--- config.mk ---
export PLATFORM = sky130hd
export DESIGN_NAME = caf_lag_sched_flat
export DESIGN_NICKNAME = d
export VERILOG_FILES = /design/src/rtl/caf_pkg.sv /design/src/rtl/caf_lag_sched_if.sv /design/src/rtl/cpx_mag_l1.sv /design/src/rtl/caf_lag_sched.sv /design/src/flat_wrapper.sv
export SDC_FILE = /design/constraint.sdc
export NUM_CORES = 1
export LEC_CHECK = 0
export CAP_MARGIN = 40
export CORE_AREA = 8 8 126 128
export CTS_CLUSTER_SIZE = 40
export DETAILED_ROUTE_END_ITERATION = 7
export DIE_AREA = 0 0 134 136
export GPL_TIMING_DRIVEN = 1
export PLACE_DENSITY = 0.69
export SLEW_MARGIN = 20
export SYNTH_ARGS = -nofsm -noshare
export SYNTH_HDL_FRONTEND = slang
export SYNTH_SLANG_ARGS = --single-unit
--- constraint.sdc ---
create_clock -name clk -period 2.85 [get_ports clk]
set_input_delay 0.57 -clock clk [delete_from_list [all_inputs] [get_ports clk]]
set_output_delay 0.57 -clock clk [all_outputs]
set_load 0.02 [all_outputs]
--- src/rtl/caf_pkg.sv ---
// Shared definitions for the CAF lag sweep: sequencer state encoding and
// magnitude-width helper.
package caf_pkg;

    typedef enum logic [1:0] {
        ST_IDLE  = 2'd0,
        ST_ISSUE = 2'd1,
        ST_WAIT  = 2'd2,
        ST_DONE  = 2'd3
    } caf_state_e;

    // One extra bit so |i|+|q| of two most-negative inputs still fits.
    function automatic int mag_width(input int i_bits, input int q_bits);
        return ((i_bits > q_bits) ? i_bits : q_bits) + 1;
    endfunction

endpackage

--- src/rtl/caf_lag_sched_if.sv ---
// Link between the lag sequencer, the window buffers and the dot-product unit.
interface caf_lag_sched_if #(
    parameter int i_bits   = 24,
    parameter int q_bits   = 24,
    parameter int lag_bits = 10
);
    logic [lag_bits-1:0]      lag_addr;
    logic                     issue_valid;
    logic                     prod_tready;
    logic                     prod_tvalid;
    logic signed [i_bits-1:0] prod_i;
    logic signed [q_bits-1:0] prod_q;

    modport master (
        output lag_addr, issue_valid, prod_tready,
        input  prod_tvalid, prod_i, prod_q
    );

    modport slave (
        input  lag_addr, issue_valid, prod_tready,
        output prod_tvalid, prod_i, prod_q
    );
endinterface

--- src/rtl/cpx_mag_l1.sv ---
// Combinational L1 magnitude |re|+|im| of a signed complex sample, sized so the
// most-negative inputs never wrap.
module cpx_mag_l1
    import caf_pkg::*;
#(
    parameter int i_bits = 24,
    parameter int q_bits = 24
) (
    input  logic signed [i_bits-1:0]             re,
    input  logic signed [q_bits-1:0]             im,
    output logic [mag_width(i_bits, q_bits)-1:0] mag
);
    localparam int MW = mag_width(i_bits, q_bits);

    logic signed [MW-1:0] re_ext_s;
    logic signed [MW-1:0] im_ext_s;
    logic [MW-1:0]        re_abs_s;
    logic [MW-1:0]        im_abs_s;

    // Sign-extend before negating so -(-2^(w-1)) is representable.
    always_comb begin
        re_ext_s = {{(MW - i_bits){re[i_bits-1]}}, re};
        im_ext_s = {{(MW - q_bits){im[q_bits-1]}}, im};
        if (re_ext_s[MW-1]) begin
            re_abs_s = -re_ext_s;
        end else begin
            re_abs_s = re_ext_s;
        end
        if (im_ext_s[MW-1]) begin
            im_abs_s = -im_ext_s;
        end else begin
            im_abs_s = im_ext_s;
        end
        mag = re_abs_s + im_abs_s;
    end
endmodule

--- src/rtl/caf_lag_sched.sv ---
// Lag sweep sequencer: issues one dot-product request per lag, waits for the
// product and keeps the lag with the largest L1 magnitude.
module caf_lag_sched
    import caf_pkg::*;
#(
    parameter int i_bits   = 24,
    parameter int q_bits   = 24,
    parameter int lag_bits = 10,
    parameter int timeout  = 64
) (
    input  logic                                 clk,
    input  logic                                 rst,
    input  logic                                 start,
    input  logic [lag_bits-1:0]                  n_lags,
    output logic                                 busy,
    output logic                                 done,
    output logic                                 error,
    output logic [lag_bits-1:0]                  peak_lag,
    output logic [mag_width(i_bits, q_bits)-1:0] peak_mag,
    caf_lag_sched_if.master                      dot
);
    localparam int MW = mag_width(i_bits, q_bits);
    localparam int TW = $clog2(timeout + 1);

    caf_state_e          state_r;
    caf_state_e          state_s;
    logic [lag_bits-1:0] k_r;
    logic [lag_bits-1:0] n_lags_r;
    logic [lag_bits-1:0] peak_lag_r;
    logic [MW-1:0]       peak_mag_r;
    logic [MW-1:0]       mag_s;
    logic [TW-1:0]       wait_cnt_r;
    logic                busy_r;
    logic                done_r;
    logic                error_r;
    logic                issue_valid_r;
    logic                prod_tready_r;
    logic                accept_s;
    logic                prod_hit_s;
    logic                last_s;
    logic                expire_s;

    cpx_mag_l1 #(
        .i_bits (i_bits),
        .q_bits (q_bits)
    ) u_mag (
        .re  (dot.prod_i),
        .im  (dot.prod_q),
        .mag (mag_s)
    );

    // Events that drive the sweep; a product wins over an expiring wait.
    always_comb begin
        accept_s   = (state_r == ST_IDLE) && start;
        prod_hit_s = (state_r == ST_WAIT) && dot.prod_tvalid;
        last_s     = (k_r == (n_lags_r - lag_bits'(1)));
        expire_s   = (state_r == ST_WAIT) && !dot.prod_tvalid &&
                     (wait_cnt_r == TW'(timeout - 1));
    end

    // Next-state decode.
    always_comb begin
        state_s = state_r;
        case (state_r)
            ST_IDLE: begin
                if (start) begin
                    if (n_lags == lag_bits'(0)) begin
                        state_s = ST_DONE;
                    end else begin
                        state_s = ST_ISSUE;
                    end
                end else begin
                    state_s = ST_IDLE;
                end
            end
            ST_ISSUE: state_s = ST_WAIT;
            ST_WAIT: begin
                if (prod_hit_s) begin
                    if (last_s) begin
                        state_s = ST_DONE;
                    end else begin
                        state_s = ST_ISSUE;
                    end
                end else if (expire_s) begin
                    state_s = ST_DONE;
                end else begin
                    state_s = ST_WAIT;
                end
            end
            ST_DONE: state_s = ST_IDLE;
            default: state_s = ST_IDLE;
        endcase
    end

    // State register and outputs decoded from the next state.
    always_ff @(posedge clk or posedge rst) begin
        if (rst) begin
            state_r       <= ST_IDLE;
            busy_r        <= 1'b0;
            issue_valid_r <= 1'b0;
            prod_tready_r <= 1'b0;
            done_r        <= 1'b0;
        end else begin
            state_r       <= state_s;
            busy_r        <= (state_s != ST_IDLE);
            issue_valid_r <= (state_s == ST_ISSUE);
            prod_tready_r <= (state_s == ST_ISSUE) || (state_s == ST_WAIT);
            done_r        <= (state_s == ST_DONE);
        end
    end

    // Per-lag wait counter, zero on every entry to WAIT.
    always_ff @(posedge clk or posedge rst) begin
        if (rst) begin
            wait_cnt_r <= TW'(0);
        end else if (state_r == ST_WAIT) begin
            wait_cnt_r <= wait_cnt_r + TW'(1);
        end else begin
            wait_cnt_r <= TW'(0);
        end
    end

    // Lag index, peak tracking and sticky timeout flag.
    always_ff @(posedge clk or posedge rst) begin
        if (rst) begin
            k_r        <= lag_bits'(0);
            n_lags_r   <= lag_bits'(0);
            peak_lag_r <= lag_bits'(0);
            peak_mag_r <= MW'(0);
            error_r    <= 1'b0;
        end else if (accept_s) begin
            k_r        <= lag_bits'(0);
            n_lags_r   <= n_lags;
            peak_lag_r <= lag_bits'(0);
            peak_mag_r <= MW'(0);
            error_r    <= 1'b0;
        end else if (prod_hit_s) begin
            if (mag_s > peak_mag_r) begin
                peak_lag_r <= k_r;
                peak_mag_r <= mag_s;
            end else begin
                peak_mag_r <= peak_mag_r;
            end
            if (!last_s) begin
                k_r <= k_r + lag_bits'(1);
            end else begin
                k_r <= k_r;
            end
        end else if (expire_s) begin
            error_r <= 1'b1;
        end else begin
            error_r <= error_r;
        end
    end

    assign busy            = busy_r;
    assign done            = done_r;
    assign error           = error_r;
    assign peak_lag        = peak_lag_r;
    assign peak_mag        = peak_mag_r;
    assign dot.lag_addr    = k_r;
    assign dot.issue_valid = issue_valid_r;
    assign dot.prod_tready = prod_tready_r;
endmodule

--- src/flat_wrapper.sv ---
// flat-port wrapper written by rule: the top's interface ports become plain ports
module caf_lag_sched_flat import caf_pkg::*;
#(
    parameter int i_bits   = 24,
    parameter int q_bits   = 24,
    parameter int lag_bits = 10,
    parameter int timeout  = 64
)
  (clk, rst, start, n_lags, busy, done, error, peak_lag, peak_mag, dot_lag_addr, dot_issue_valid, dot_prod_tready, dot_prod_tvalid, dot_prod_i, dot_prod_q);
  caf_lag_sched_if #(.i_bits(i_bits), .q_bits(q_bits), .lag_bits(lag_bits)) dot_i ();
  input  logic clk;
  input  logic rst;
  input  logic start;
  input  logic [lag_bits-1:0] n_lags;
  output logic busy;
  output logic done;
  output logic error;
  output logic [lag_bits-1:0] peak_lag;
  output logic [mag_width(i_bits, q_bits)-1:0] peak_mag;
  output wire logic [$bits(dot_i.lag_addr)-1:0] dot_lag_addr;
  output wire logic [$bits(dot_i.issue_valid)-1:0] dot_issue_valid;
  output wire logic [$bits(dot_i.prod_tready)-1:0] dot_prod_tready;
  input wire logic [$bits(dot_i.prod_tvalid)-1:0] dot_prod_tvalid;
  input wire logic [$bits(dot_i.prod_i)-1:0] dot_prod_i;
  input wire logic [$bits(dot_i.prod_q)-1:0] dot_prod_q;
  assign dot_lag_addr = dot_i.lag_addr;
  assign dot_issue_valid = dot_i.issue_valid;
  assign dot_prod_tready = dot_i.prod_tready;
  assign dot_i.prod_tvalid = dot_prod_tvalid;
  assign dot_i.prod_i = dot_prod_i;
  assign dot_i.prod_q = dot_prod_q;
  caf_lag_sched #(.i_bits(i_bits), .q_bits(q_bits), .lag_bits(lag_bits), .timeout(timeout)) u_core (.clk(clk), .rst(rst), .start(start), .n_lags(n_lags), .busy(busy), .done(done), .error(error), .peak_lag(peak_lag), .peak_mag(peak_mag), .dot(dot_i));
endmodule
; Yosys cells after proc, flatten, opt, wreduce, memory -nomap -nowiden
; Cells that the tools add are included.
[word_totals]
register_bits = 69
inputBits = 62
output_inout_bits = 50
[op_classes]
add_sub_neg = 6
order_cmp = 1
eq_ne = 10
n_mux = 21
reduce_logical = 15
[op_table]
columns = cell, count
row1 = $mux W25, 5
row2 = $mux W10, 6
row3 = $neg A24 Y25, 2
row4 = $add A25 B25 Y25, 1
row5 = $gt A25 B25 Y1, 1
row6 = $add A10 B1 Y10 const B, 1
row7 = $eq A10 B10 Y1, 1
row8 = $logic_not A10 Y1, 1
row9 = $sub A10 B1 Y10 const B, 1
row10 = $eq A2 B2 Y1 const B, 4
row11 = $mux W2, 4
row12 = $pmux W2 S4, 1
row13 = $reduce_bool A2 Y1, 4
row14 = $add A7 B1 Y7 const B, 1
row15 = $eq A7 B6 Y1 const B, 1
row16 = $mux W7, 1
row17 = $reduce_and A2 Y1, 3
row18 = $eq A2 B1 Y1 const B, 2
row19 = $logic_and A1 B1 Y1, 4
row20 = $mux W1, 4
row21 = $ne A2 B1 Y1 const B, 2
row22 = $logic_not A2 Y1, 1
row23 = $logic_not A1 Y1, 1
row24 = $logic_or A1 B1 Y1, 1

; Depth between registers and ports, before layout
; Gate-level depths: netlist of the first run.
[logic_depth]
word_depth = 8
mapped_depth = 26

; By module
; Synthesis of the first run repeated with hierarchy kept, for this count alone.
[hier_totals]
hier_cells = 739
area_unflattened_um2 = 6168.4
[by_module_without_submodules]
columns = module, instances, cells_each, area_each_um2, seq_area_each_um2
row1 = caf_lag_sched, 1, 422, 3898.7, 1726.7
row2 = cpx_mag_l1, 1, 317, 2269.7, 0.0

; Worst setup path after synthesis of the first run
; No wires, ideal clock.
[synth_timing]
kind = input-to-reg
from = input dot_prod_i[1]
to = register u_core.peak_mag_r[24], in the netlist u_core.peak_mag[24]
setup_time_ns = 0.077
arrival_ns = 5.729
setup_slack_ns = -2.957
stages = 23
path_cell_list = nor3_1 -> nand2_1 -> or3_1 -> or4_1 -> o31ai_1 -> xnor2_1 -> ha_1 -> clkbuf_1 -> nand2_1 -> nor2_1 -> nand2_1 -> a211o_1 -> a31oi_1 -> a21oi_1 -> o2111ai_1 -> ha_1 -> a21o_1 -> a21o_1 -> a2111oi_0 -> a21o_1 -> buf_2 -> mux2_2 -> a21oi_1
[synth_via]
elab_chain_cells = 6
word_cells_on_any_way = 9
[synth_rtl]
columns = item, line
row1 = start: declaration, flat_wrapper.sv:24  ; input wire logic [$bits(dot_i.prod_i)-1:0] dot_prod_i;
row2 = $neg A24 Y25, cpx_mag_l1.sv:25  ; re_abs_s = -re_ext_s;
row3 = $mux W25 *, cpx_mag_l1.sv:24  ; if (re_ext_s[MW-1]) begin
row4 = $add A25 B25 Y25 *, cpx_mag_l1.sv:34  ; mag = re_abs_s + im_abs_s;
row5 = $gt A25 B25 Y1 or $mux W25 (tied branches), caf_lag_sched.sv:138  ; if (mag_s > peak_mag_r) begin
row6 = $reduce_bool A2 Y1 (no source line) or $mux W25 (tied branches), --
row7 = $reduce_and A2 Y1 (no source line) or $mux W25 (tied branches), --
row8 = end signal: assignment, caf_lag_sched.sv:140  ; peak_mag_r <= mag_s;
row9 = end signal: assignment, caf_lag_sched.sv:142  ; peak_mag_r <= peak_mag_r;
row10 = end: declaration, caf_lag_sched.sv:30  ; logic [MW-1:0] peak_mag_r;
; Every way passes the cells marked *; elsewhere a longest branch is shown, timed or not. The select of a mux whose other input is x is not followed.
; A chain may end at the register's enable or synchronous reset.

; Worst setup path in the final report of the first run
[layout_timing]
from = input dot_prod_i[1]
to = register u_core.peak_mag_r[15], in the netlist u_core.peak_mag[15]
; The elaborated chain is that of the path after synthesis.

==> results.ini, run 1 <==
[run_status]
outcome=finished, violations left
violations=negative setup slack

[logic_synthesis]
synth_area_um2=6070
synth_top_family_by_area=simple AND/OR/NAND/NOR gates
synthDistinctLibCells=58
seq_area_frac_synth=0.285
avgSynthCellArea_um2=8.35
synth_edf_count=0
synth-seq-cells=69
yosys_warnings=0
post-synth-top-area-cell=dfrtp_1
synthMuxAreaShare=0.0458
netlist_instances=727
synth_compound_area_frac=0.176
async_flop_share=1.00
yosys.area.top_type_share=0.285
synth_xor_area_frac=0.117
netlist_top_cells_area=dfrtp_1, ha_1, xnor2_1
yosys.area_share.simple=0.207
syn_nets=847
synthFlopType=dfrtp_1
yosys.area_share.adder=0.121

[timing]
rsz0062_at_grt=true
clock_skew_ps=8.24
slew_violations=0
fin_hold_ws_ps=464
tns_ps=-78610
finalHoldViolations=0
period_share=1.81
slew_headroom=0.624
fmax_ghz=0.194
setup_ws_ps=-2300
min_period_ps=5150
setup_viol=35
tightest_slew_ps=560

[clock_tree]
clock_sinks=69
ctsRootBufferMaster=clkbuf_16
clk_latency_ps=340
cts_tree=done
hold_buffers=0
ctsLongestPathBuffers=2
ctsHtreeMaxLevel=3
cts_made_buffers=9
cts.clk_slew.worst_paths_ps=60

[global_routing]
grt_pass1_vias=6790
grt_max_degree=70
antenna_found_initial=0
grt_pass1_wl_mm=32.1
grt_usage=0.215
overflow=0

[power]
irDropWorstVdd_mv=0.358
p_total_uw=7090
p_leak_uw=0.00449
power_density_nw_per_um2=717

[worst_setup_path]
worstPathArrival_ps=5370
crit_slowest_cell=or4_4
cp_top_family=compound AO/OA/AOI/OAI gates
endpoint_kind=flip-flop
worstRegToRegCells=10
crit_end=u_core.peak_mag[15]$_DFFE_PP0P_
crit_path_max_incr_delay_ps=540
path_cells=buf_8, nor3_4, nand2_2, or3_4, or4_4, o31ai_4, xnor2_1, ha_1, nand2_2, nor2_2, nand2_1, o31a_1, a31oi_4, a211o_1, o2111ai_2, ha_1, a21o_1, a21o_1, a2111oi_4, a21o_4, buf_6, buf_16, mux2_4
r2r-start=u_core.n_lags_r[0]$_DFFE_PP0P_
timing.rr.end=u_core.dot.lag_addr[9]$_DFFE_PP0P_
crit_cells=23
critPathBufInv=3
critical_path_class=primary input to flip-flop
startpoint_type=primary input
startpoint=dot_prod_i[1]
r2r_slack_ps=140
cp_max_fo=6
critPathRequiredTime_ps=3070

[drt]
drc=0
drt_iter0_drc=436
avgViaCountPerCell=5.38
vias=6455
avgRoutedWirePerCell_um=16.5
firstDrtPassIters=5
ant_nets=0
wl_mm=19.8

[layout]
fillers=1070
diodes=0
multi_input_area_um2=4690
seq_area_um2=1730
final_nets=1131
final_cell_count_no_fill=1200
syn_to_final_growth_pct=63.1
layout-drive-gt1-share=0.319

[floorplanning]
fp.dieW_um=134
rows=44
die_y_um=136
initial_core_util=0.432
ios=112
core_um2=14000
dieArea_um2=18200

[place]
hpwl_mm=14.9
globalplace.congestion=0.873
io_buffer_count=111
placed_cells=1160

[job]
maxCapViolCount=0

[min_path]
hold_class=flip-flop to flip-flop

## flip-flops by register name, indices dropped and copies added, names as in the netlist
register and cells:
u_core.peak_mag 25, u_core.dot.lag_addr 10, u_core.n_lags_r 10, u_core.peak_lag 10, u_core.wait_cnt_r 7, u_core.state_r 2
u_core.busy 1, u_core.done 1, u_core.dot.issue_valid 1, u_core.dot.prod_tready 1, u_core.error 1
## per-stage QoR
stage	area (µm²)	util	setup WS [ps]
after floorplan	6230	-	-2290
after global placement	8720	0.621	-3080
after detailed placement	8720	0.621	-3280
after CTS	9630	0.686	-2310
after global routing	9890	0.705	-2480
final	9890	0.705	-2300
## area by class of cell
cell class | instances | area share
Clock buffer | 11 | 0.0255
Inverter | 52 | 0.0212
Tap cell | 184 | 0.0233
Clock inverter | 5 | 0.0107
Multi-Input combinational cell | 581 | 0.474
Timing Repair Buffer | 298 | 0.271
Sequential cell | 69 | 0.175
## per-layer routing
metal | track usage | vias up | part of all wire
met5 | 0 | - | 0
met4 | 0.0780 | 0 | 0.023
met3 | 0.0351 | 34 | 0.048
met2 | 0.404 | 180 | 0.51
met1 | 0.240 | 3085 | 0.42
li1 | - | 3156 | -
## cell usage after synthesis, types with 16 or more instances
master    instances
a21o_1           17
a21oi_1          38
clkbuf_1         18
dfrtp_1          69
ha_1             57
inv_1            52
mux2_2           22
nand2_1          77
nand3_1          26
nand4_1          16
nor2_1           58
o21ai_0          37
o31ai_1          16
xnor2_1          64
xor2_1           17
## cell families after synthesis
group                      Yosys count
xor gates and xnor gates            81
AOI/OAI and AO/OA                  164
adders and majority gates           58
and+or+nand+nor                    253
DFF                                 69
muxes                               25
buffers and inverters               77
## cells in the final DEF (no fill, tap or decap), types with 5 or more instances in the layout
cell and count:
nor4_1 6, o21ai_2 9, or4_1 5, o21a_1 5, clkbuf_16 10, a21oi_2 7, and2_1 6, inv_1 48
o21ai_1 11, nor2_1 56, buf_4 170, buf_6 8, nand2b_1 9, nand2_1 74, nand3_1 14, ha_1 54
or3_1 5, nand3_2 10, o41ai_4 5, a21oi_1 31, dfrtp_1 69, o31ai_1 12, o21ai_0 22, xor2_1 16
buf_12 7, dlygate4sd2_1 7, a21o_1 16, xnor2_1 63, nand4_1 16, clkdlybuf4s50_1 90, mux2_4 22, nor3_1 11
## power by group
part | internal [µW] | switching [µW] | leakage (µW)
logic | 2150 | 2100 | 0.00339
clock network | 904 | 440 | 0.000172
registers | 1220 | 277 | 0.000923
## timing repair
| item | CTS | global route |
|---|---|---|
| pin swaps | 45 | 46 |
| setup endpoints to repair | 35 | 41 |
| setup buffers | 16 | 8 |
| resized for setup | 132 | 55 |
| gates cloned | 4 | 1 |
## worst min-delay path by stage
stage                                   startpoint                              to  slack [ps]  cells past startpoint
finish              u_core.wait_cnt_r[0]$_DFF_PP0_  u_core.wait_cnt_r[0]$_DFF_PP0_         460                      1
global route        u_core.wait_cnt_r[0]$_DFF_PP0_  u_core.wait_cnt_r[0]$_DFF_PP0_         490                      1
CTS                 u_core.wait_cnt_r[0]$_DFF_PP0_  u_core.wait_cnt_r[0]$_DFF_PP0_         470                      1
detailed placement  u_core.wait_cnt_r[0]$_DFF_PP0_  u_core.wait_cnt_r[0]$_DFF_PP0_         460                      1
global placement    u_core.wait_cnt_r[0]$_DFF_PP0_  u_core.wait_cnt_r[0]$_DFF_PP0_         440                      1
floorplan           u_core.wait_cnt_r[0]$_DFF_PP0_  u_core.wait_cnt_r[0]$_DFF_PP0_         420                      1
Power figures use the tool's default switching activity.
==> run 2, diff against run 1 <==
--- a/config.mk
+++ b/config.mk
@@ -5,6 +5,7 @@
 export SDC_FILE = /design/constraint.sdc
 export NUM_CORES = 1
 export LEC_CHECK = 0
+export ABC_CLOCK_PERIOD_IN_PS = 2850
 export CAP_MARGIN = 40
 export CORE_AREA = 8 8 126 128
 export CTS_CLUSTER_SIZE = 40
==> results of run 2 <==
The final DEF is identical to that of run 1; final timing and power are the same.
